<file path="src/rtl/core_type.sv">
`default_nettype none
// ============================================================================
// core_type : shared constants and entry types for the core front end
// Rev 1.0
// ============================================================================
package core_type;

    localparam logic [31:0] ISTR_NOP = 32'h0000_0013;

    typedef struct packed {
        logic [31:0] pc;
        logic [31:0] istr;
    } fetch_entry_t;

endpackage
`default_nettype wire

</file>
<file path="src/rtl/core_sync_fifo.sv">
`default_nettype none
// ============================================================================
// core_sync_fifo : in-order synchronous FIFO with clear, count and head view
// Rev 1.0
// ============================================================================
module core_sync_fifo #(
    parameter type         T     = logic [31:0],
    parameter int unsigned DEPTH = 4
) (
    input  logic                   clk,
    input  logic                   rst_n,
    input  logic                   clr_i,
    input  logic                   push_i,
    input  T                       data_i,
    input  logic                   pop_i,
    output logic [$clog2(DEPTH):0] cnt_o,
    output T                       head_o
);

    localparam int unsigned AW = $clog2(DEPTH);
    localparam int unsigned CW = AW + 1;

    T              mem_q [DEPTH];
    logic [AW-1:0] wr_ptr_q;
    logic [AW-1:0] rd_ptr_q;
    logic [CW-1:0] cnt_q;

    // Callers guarantee no push when full and no pop when empty.
    always_ff @(posedge clk or negedge rst_n) begin
        if (!rst_n) begin
            wr_ptr_q <= '0;
            rd_ptr_q <= '0;
            cnt_q    <= '0;
        end else if (clr_i) begin
            wr_ptr_q <= '0;
            rd_ptr_q <= '0;
            cnt_q    <= '0;
        end else begin
            if (push_i) wr_ptr_q <= wr_ptr_q + AW'(1);
            if (pop_i)  rd_ptr_q <= rd_ptr_q + AW'(1);
            cnt_q <= cnt_q + CW'(push_i) - CW'(pop_i);
        end
    end

    always_ff @(posedge clk) begin
        if (push_i && !clr_i) mem_q[wr_ptr_q] <= data_i;
    end

    assign cnt_o  = cnt_q;
    assign head_o = mem_q[rd_ptr_q];

endmodule
`default_nettype wire

</file>
<file path="src/rtl/core_if_istr_buf.sv">
`default_nettype none
// ============================================================================
// core_if_istr_buf : IF-stage sequential fetcher and instruction queue to ID
// Rev 1.0
// ============================================================================
module core_if_istr_buf
    import core_type::*;
#(
    parameter int unsigned DEPTH    = 4,
    parameter logic [31:0] RESET_PC = 32'h0000_0000
) (
    input  logic        clk,
    input  logic        rst_n,
    input  logic        flush,
    input  logic [31:0] flush_pc,
    output logic        ibus_req,
    output logic [31:0] ibus_addr,
    input  logic        ibus_gnt,
    input  logic        ibus_rvalid,
    input  logic [31:0] ibus_rdata,
    output logic        istr_valid,
    input  logic        istr_ready,
    output logic [31:0] istr,
    output logic [31:0] istr_pc
);

    localparam int unsigned CW      = $clog2(DEPTH) + 1;
    localparam int unsigned CW1     = CW + 1;
    localparam logic [CW:0] DEPTH_W = CW1'(DEPTH);

    logic          req_q, req_d;
    logic [31:0]   addr_q, addr_d;
    logic [31:0]   fetch_pc_q, fetch_pc_d;
    logic [31:0]   resp_pc_q, resp_pc_d;
    logic [31:0]   istr_pc_q;
    logic [CW-1:0] out_q, out_d;
    logic [CW-1:0] disc_q, disc_d;
    logic          stale_q, stale_d;
    logic [CW-1:0] fifo_cnt, fifo_cnt_d;
    fetch_entry_t  head, push_entry;
    logic          gnt_fire, push, pop, valid;

    assign gnt_fire   = req_q && ibus_gnt;
    assign valid      = (fifo_cnt != '0) && !flush;
    assign pop        = valid && istr_ready;
    assign push       = ibus_rvalid && (disc_q == '0) && !flush;
    assign push_entry = '{pc: resp_pc_q, istr: ibus_rdata};

    core_sync_fifo #(
        .T     (fetch_entry_t),
        .DEPTH (DEPTH)
    ) u_fifo (
        .clk    (clk),
        .rst_n  (rst_n),
        .clr_i  (flush),
        .push_i (push),
        .data_i (push_entry),
        .pop_i  (pop),
        .cnt_o  (fifo_cnt),
        .head_o (head)
    );

    always_comb begin
        out_d      = out_q + CW'(gnt_fire) - CW'(ibus_rvalid);
        fifo_cnt_d = fifo_cnt + CW'(push) - CW'(pop);
        disc_d     = disc_q;
        fetch_pc_d = fetch_pc_q;
        resp_pc_d  = resp_pc_q;
        stale_d    = stale_q;
        req_d      = 1'b0;
        addr_d     = addr_q;

        if (ibus_rvalid && (disc_q != '0)) disc_d = disc_q - CW'(1);
        if (push) resp_pc_d = resp_pc_q + 32'd4;
        // A stale grant belongs to the pre-redirect stream and must not advance fetch_pc.
        if (gnt_fire) begin
            stale_d = 1'b0;
            if (!stale_q) fetch_pc_d = fetch_pc_q + 32'd4;
        end

        if (flush) begin
            fifo_cnt_d = '0;
            fetch_pc_d = flush_pc;
            resp_pc_d  = flush_pc;
            stale_d    = req_q && !ibus_gnt;
            disc_d     = out_d + CW'(stale_d);
        end

        if (req_q && !ibus_gnt) begin
            req_d  = 1'b1;
            addr_d = addr_q;
        end else begin
            req_d  = (CW1'(fifo_cnt_d) + CW1'(out_d)) < DEPTH_W;
            addr_d = fetch_pc_d;
        end
    end

    always_ff @(posedge clk or negedge rst_n) begin
        if (!rst_n) begin
            req_q      <= 1'b0;
            addr_q     <= RESET_PC;
            fetch_pc_q <= RESET_PC;
            resp_pc_q  <= RESET_PC;
            out_q      <= '0;
            disc_q     <= '0;
            stale_q    <= 1'b0;
            istr_pc_q  <= '0;
        end else begin
            req_q      <= req_d;
            addr_q     <= addr_d;
            fetch_pc_q <= fetch_pc_d;
            resp_pc_q  <= resp_pc_d;
            out_q      <= out_d;
            disc_q     <= disc_d;
            stale_q    <= stale_d;
            if (valid) istr_pc_q <= head.pc;
        end
    end

    assign ibus_req   = req_q;
    assign ibus_addr  = addr_q;
    assign istr_valid = valid;
    assign istr       = valid ? head.istr : ISTR_NOP;
    assign istr_pc    = valid ? head.pc : istr_pc_q;

endmodule
`default_nettype wire

</file>
<file path="config.mk">
export PLATFORM = sky130hd
export DESIGN_NAME = core_if_istr_buf
export DESIGN_NICKNAME = d
export VERILOG_FILES = /design/src/rtl/core_type.sv /design/src/rtl/core_sync_fifo.sv /design/src/rtl/core_if_istr_buf.sv
export SDC_FILE = /design/constraint.sdc
export NUM_CORES = 1
export LEC_CHECK = 0
export BUFFER_PORTS_ARGS = -buffer_cell sky130_fd_sc_hd__buf_2
export CAP_MARGIN = 20
export CORE_ASPECT_RATIO = 0.9
export CORE_UTILIZATION = 30
export DETAILED_ROUTE_END_ITERATION = 10
export SYNTH_ARGS = -nofsm -noshare
export SYNTH_HDL_FRONTEND = slang
export SYNTH_HIERARCHICAL = 1
export SYNTH_SLANG_ARGS = --single-unit
</file>
<file path="constraint.sdc">
create_clock -name clk -period 10.3 [get_ports clk]
set_clock_uncertainty 0.1 [all_clocks]
set_input_delay 3.09 -clock clk [delete_from_list [all_inputs] [get_ports clk]]
set_output_delay 3.09 -clock clk [all_outputs]
set_load 0.005 [all_outputs]
</file>
==> results of run 1 <==
layer usage:
| metal | wire length, um | part of all wire [%] |
|---|---|---|
| met1 | 17900 | 48 |
| met5 | 0 | 0 |
| met4 | 839 | 2.2 |
| met3 | 1960 | 5.2 |
| met2 | 16800 | 45 |
worst max-delay path, cell delays in order:
cell	delay [ns]
buf_2	0.18
nor2_4	0.11
buf_4	0.59
mux2_2	0.47
buf_2	0.15
Yosys cell counts (3+ instances only):
cell	instances
edfxtp_1	256
dfrtp_1	143
nor2_1	71
mux4_2	64
a21oi_1	52
mux2_2	45
nand2_1	44
xor2_1	40
and2_1	36
nand4_1	28
clkbuf_1	26
inv_1	25
nand3_1	25
xnor2_1	24
ha_1	18
and3_1	15
o21ai_0	12
o31ai_1	8
buf_2	7
nor3_1	7
a221oi_1	6
nor4_1	6
mux2i_1	4
buf_1	3
buf_12	3
buf_4	3
fa_1	3
nand2b_1	3
nand3b_1	3
nor2b_1	3
nor3_2	3
o22ai_1	3
or3_1	3
power by group:
part           switching, mW  internal, mW  leakage, nW
Clock                  0.670         0.979        0.739
Combinational          0.428         0.420         2.39
Sequential             0.116          1.88         3.95
state kept, by name (all words and copies together), names as in the netlist, 3 cells and up:
name          cells
u_fifo/cnt_o      3
disc_q            3
istr_pc_q        32
ibus_addr        32
u_fifo/mem_q    256
fetch_pc_q       32
resp_pc_q        32
out_q             3
final cells by class:
type                    count  area (um^2)  area share [%]
flip-flops and latches    399        11300            57.7
clock inverters            22          297            1.52
repair buffers            182          978            5.01
multi-input cells         548         4760            24.4
diodes                      2         5.00          0.0256
clock buffers              62         1240            6.35
well taps                 697          872            4.47
inverters                  26         97.6           0.500
cell families after synthesis:
family	count (synthesis)	share of synthesized area [%]
flip-flops	399	68.8
multiplexers	113	12.1
adder cells (fa/ha/maj)	21	1.74
AND/OR/NAND/NOR	256	8.13
XOR/XNOR	65	3.56
AO/OA/AOI/OAI	93	3.42
buffers and inverters	71	2.21
final timing paths:
check	startpoint	end	cells after the start
max reg2reg	u_fifo/cnt_o[1]	ibus_req	13
max	flush	istr_pc[10]	5
min reg2reg	ibus_addr[3]	ibus_addr[3]	2
max in group asynchronous	rst_n	u_fifo/rd_ptr_q[0]	2
min in group asynchronous	rst_n	ibus_addr[24]	1
min	ibus_addr[3]	ibus_addr[3]	2
metrics by stage:
stage	power (mW)	std cells	setup slack, ns	util (%)
3_3_place_gp	2.88	1850	2.47	33.6
5_1_grt	4.74	1936	2.39	36.5
4_1_cts	4.58	1934	2.43	36.4
3_5_place_dp	2.90	1850	2.43	33.6
6_report	4.50	1938	2.49	36.5
2_1_floorplan	2.55	1018	2.72	-
==> impl_metrics.tcl, run 1 <==
set metrics [dict create \
    finalHoldViolations 0 \
    period_share_pct 75.8 \
    root_buffer "clkbuf_16" \
    gr-usage-met2_pct 20.9 \
    dieArea_um2 55500 \
    final_cell_mix "256 x edfxtp_1, 166 x buf_2, 141 x dfrtp_1" \
    area_growth_pct 19.2 \
    clk_path_buf_depth 3 \
    ys_seq_elements 399 \
    postRouteAntennaNets 0 \
    ioPinCount 168 \
    start_util_pct 30.6 \
    antenna_found_initial 3 \
    use_met3_pct 2.64 \
    critical_path_class "input port to output pin" \
    io_buffer_count 167 \
    grt_pass1_wl_mm 57.7 \
    routedWlPerCell_um 19.3 \
    synth_edf_count 256 \
    final_layout_size_suffix_gt1_share_pct 30.5 \
    design_area_um2 19500 \
    synth_area_um2 16400 \
    cp.required_ns 7.11 \
    vias 9248 \
    worstMarginPinSlew_ns 1.06 \
    final_common_cell "edfxtp_1" \
    rrSetupSlack_ns 6.22 \
    cp.arrival_ns 4.62 \
    vias_per_cell 4.77 \
    rows 80 \
    postCtsHoldBufs 0 \
    cts_resized 0 \
    async_flop_share_pct 35.8 \
    ys.flop_type "edfxtp_1" \
    ctsHtreeMaxLevel 2 \
    synth-seq-area-share_pct 68.8 \
    min_path_type "flop to flop" \
    worstPathMaxFanout 63 \
    post-cts-setup-buffers 0 \
    slew_viol_final 0 \
    powerDensity_nw_per_um2 230 \
    yosys-top-cells-area "edfxtp_1 47%, dfrtp_1 22%, mux4_2 8.8%" \
    yosys_warnings 6 \
    grt_max_degree 85 \
    gr-usage-all-layers_pct 13.8 \
    insertion_delay_ns 0.60 \
    setup_viol 0 \
    dieWidth_um 248 \
    synth_top_area_share_pct 46.9 \
    fmax_mhz 128 \
    nNetsFinal 1293 \
    cts_sinks 399 \
    synth_fp_nets 1109 \
    overflow 0 \
    dpl.hpwl_mm 23.5 \
    die_h_um 224 \
    avgSynthCellArea_um2 16.1 \
    peakVddDrop_mv 0.110 \
    gr-usage-met1_pct 19.8 \
    status "complete, no violations" \
    tns_ns 0 \
    drt-total-wl_mm 37.4 \
    path_clk_slew_ns 0.06 \
    first_iter_violations 512 \
    p_leak_nw 7.08 \
    finalCriticalPeriod_ns 7.81 \
    grt_pass1_vias 9696 \
    synth_top_area_cell "edfxtp_1" \
    worst_hold_slack_ns 0.379 \
    drt_first_pass_iters 5 \
    fillers 5116 \
    start_kind "input port" \
    drcViolationCount 0 \
    rsz0062_at_grt "no" \
    synthCells 1018 \
    core_um2 53500 \
    dpl_cell_area_um2 17900 \
    drv_cap 0 \
    ys_types 54 \
    critPathCaptureType "output pin" \
    place.gp.congestion 0.834 \
    slew_headroom_pct 29.0 \
    cts_tree "built" \
    cts-buffers-inserted 45 \
    grt-busiest-layer "met2" \
]
(Power assumes the default switching activity.)
==> inputs of run 2 (changes only) <==
==> constraint.sdc (replaced) <==
create_clock -name clk -period 6.3 [get_ports clk]
set_clock_uncertainty 0.1 [all_clocks]
set_input_delay 1.89 -clock clk [delete_from_list [all_inputs] [get_ports clk]]
set_output_delay 1.89 -clock clk [all_outputs]
set_load 0.005 [all_outputs]
==> impl_metrics.tcl, run 2 (same netlist as run 1, synthesis figures left out) <==
set metrics [dict create \
    gr-usage-all-layers_pct 13.4 \
    start_kind "input port" \
    slew_headroom_pct 28.4 \
    dieArea_um2 55500 \
    io_buffer_count 167 \
    fmax_mhz 200 \
    final_cell_mix "256 x edfxtp_1, 166 x buf_2, 141 x dfrtp_1" \
    grt_pass1_vias 9553 \
    r2r_cells 13 \
    p_clk_share_pct 36.5 \
    root_buffer "clkbuf_16" \
    pwr-share-comb_pct 19.1 \
    finalHoldViolations 0 \
    cts_tree "built" \
    finalCriticalPeriod_ns 5.00 \
    critical_path_class "input port to output pin" \
    place_ws_ns 1.27 \
    largest_register "u_fifo/mem_q" \
    power.switching_mw 1.96 \
    period_share_pct 79.4 \
    setup_viol 0 \
    postRouteAntennaNets 0 \
    start_util_pct 30.6 \
    antenna_found_initial 5 \
    r2r_start "u_fifo/cnt_o[1]" \
    ioPinCount 168 \
    cp_slowest_cell "mux2_2" \
    layout_setup_ws_ns 1.30 \
    final_common_cell "edfxtp_1" \
    cp.arrival_ns 3.01 \
    fillers 5082 \
    drv_cap 0 \
    rr_endpoint "ibus_req" \
    sw_frac_of_total_pct 26.6 \
    worstMarginPinSlew_ns 1.07 \
    overflow 0 \
    tns_ns 0 \
    area_growth_pct 19.4 \
    p_int_mw 5.41 \
    dpl.hpwl_mm 23.9 \
    slew_viol_final 0 \
    cts-buffers-inserted 44 \
    grt_pass1_wl_mm 56.1 \
    die_h_um 224 \
    core_um2 53500 \
    critPathCaptureType "output pin" \
    worstPathMaxFanout 63 \
    first_iter_violations 588 \
    cts_sinks 399 \
    rrSetupSlack_ns 2.89 \
    p_leak_nw 7.11 \
    cp_slowest_stage_delay_ns 0.43 \
    place.gp.congestion 0.797 \
    dieWidth_um 248 \
    insertion_delay_ns 0.56 \
    rows 80 \
    ctsHtreeMaxLevel 2 \
    postCtsHoldBufs 0 \
    path_delay_family "buffers and inverters" \
    cts_resized 0 \
    drcViolationCount 0 \
    drt-total-wl_mm 36.9 \
    path_buf_inv 3 \
    endpoint "istr_pc[10]" \
    status "complete, no violations" \
    cp_cell_sequence "buf_2, nor2_4, buf_12, mux2_2, buf_2" \
    p_seq_share_pct 44.3 \
    min_path_type "flop to flop" \
    vias_per_cell 4.76 \
    vias 9239 \
    worst_hold_slack_ns 0.387 \
    routedWlPerCell_um 19.0 \
    min_from "ibus_addr[3]" \
    grt_max_degree 67 \
    clk_path_buf_depth 3 \
    cp.required_ns 4.31 \
    peakVddDrop_mv 0.165 \
    largest_register_ffs 256 \
    drt_first_pass_iters 4 \
    critical_path.startpoint "flush" \
    post-cts-setup-buffers 0 \
    rsz0062_at_grt "no" \
    powerDensity_nw_per_um2 377 \
    cp_num_cells 5 \
    nNetsFinal 1297 \
    final_layout_size_suffix_gt1_share_pct 31.1 \
    crit_top_cell "buf_2" \
    path_clk_slew_ns 0.06 \
]
## run 2: cell count changes in the layout (fill, tap and decap cells not counted), moves of 2 or more
cell	before	now
clkbuf_8	5	2
inv_6	2	4
buf_12	0	2
clkbuf_1	12	7
bufinv_16	5	7
buf_4	13	17
clkinv_4	0	4
## run 2: worst min-delay path by stage
stage | to | slack, ns | cells past startpoint
finish | ibus_addr[3] | 0.39 | 2
global route | istr_pc_q[3] | 0.41 | 1
CTS | ibus_addr[3] | 0.39 | 2
detailed placement | ibus_addr[3] | 0.36 | 2
global placement | ibus_addr[3] | 0.36 | 2
floorplan | ibus_addr[3] | 0.36 | 2
## run 2: through the flow
stage          power (mW)  area (um^2)  utilization, %  instances
2_1_floorplan        4.17        16400               -       1018
3_3_place_gp         4.72        18000            33.7       1856
3_5_place_dp         4.76        18000            33.7       1857
4_1_cts              7.50        19600            36.6       1939
5_1_grt              7.75        19600            36.6       1940
6_report             7.37        19600            36.6       1940
## run 2: power by group through the flow
| stage | combinational (mW) | sequential, mW | clock [mW] |
|---|---|---|---|
| after floorplan | 0.911 | 3.25 | 0 |
| after global placement | 1.41 | 3.31 | 0 |
| after detailed placement | 1.44 | 3.32 | 0 |
| after CTS | 1.45 | 3.27 | 2.78 |
| after global routing | 1.58 | 3.31 | 2.86 |
| final | 1.41 | 3.27 | 2.69 |
## run 2: area by class of cell
type / count / area (um^2) / share of cell area [%]
diodes: 1 / 2.50 / 0.0128
repair buffers: 187 / 1020 / 5.22
inverters: 26 / 97.6 / 0.499
clock inverters: 28 / 348 / 1.78
clock buffers: 54 / 1180 / 6.03
multi-input cells: 548 / 4760 / 24.4
well taps: 697 / 872 / 4.46
flip-flops and latches: 399 / 11300 / 57.6
## run 2: tightest hold or removal path, stage by stage (launching register included)
cell     delay [ns]
dfrtp_1        0.35
nand2_1        0.06
nand2_1        0.05
## run 2: routing by layer
layer  global-route usage [%]  vias up  wire [um]
met4                     4.15        0        793
met2                     20.3      216      16600
li1                         -     4234          -
met1                     19.2     4736      17700
met3                     2.70       53       1820
met5                        0        -          0
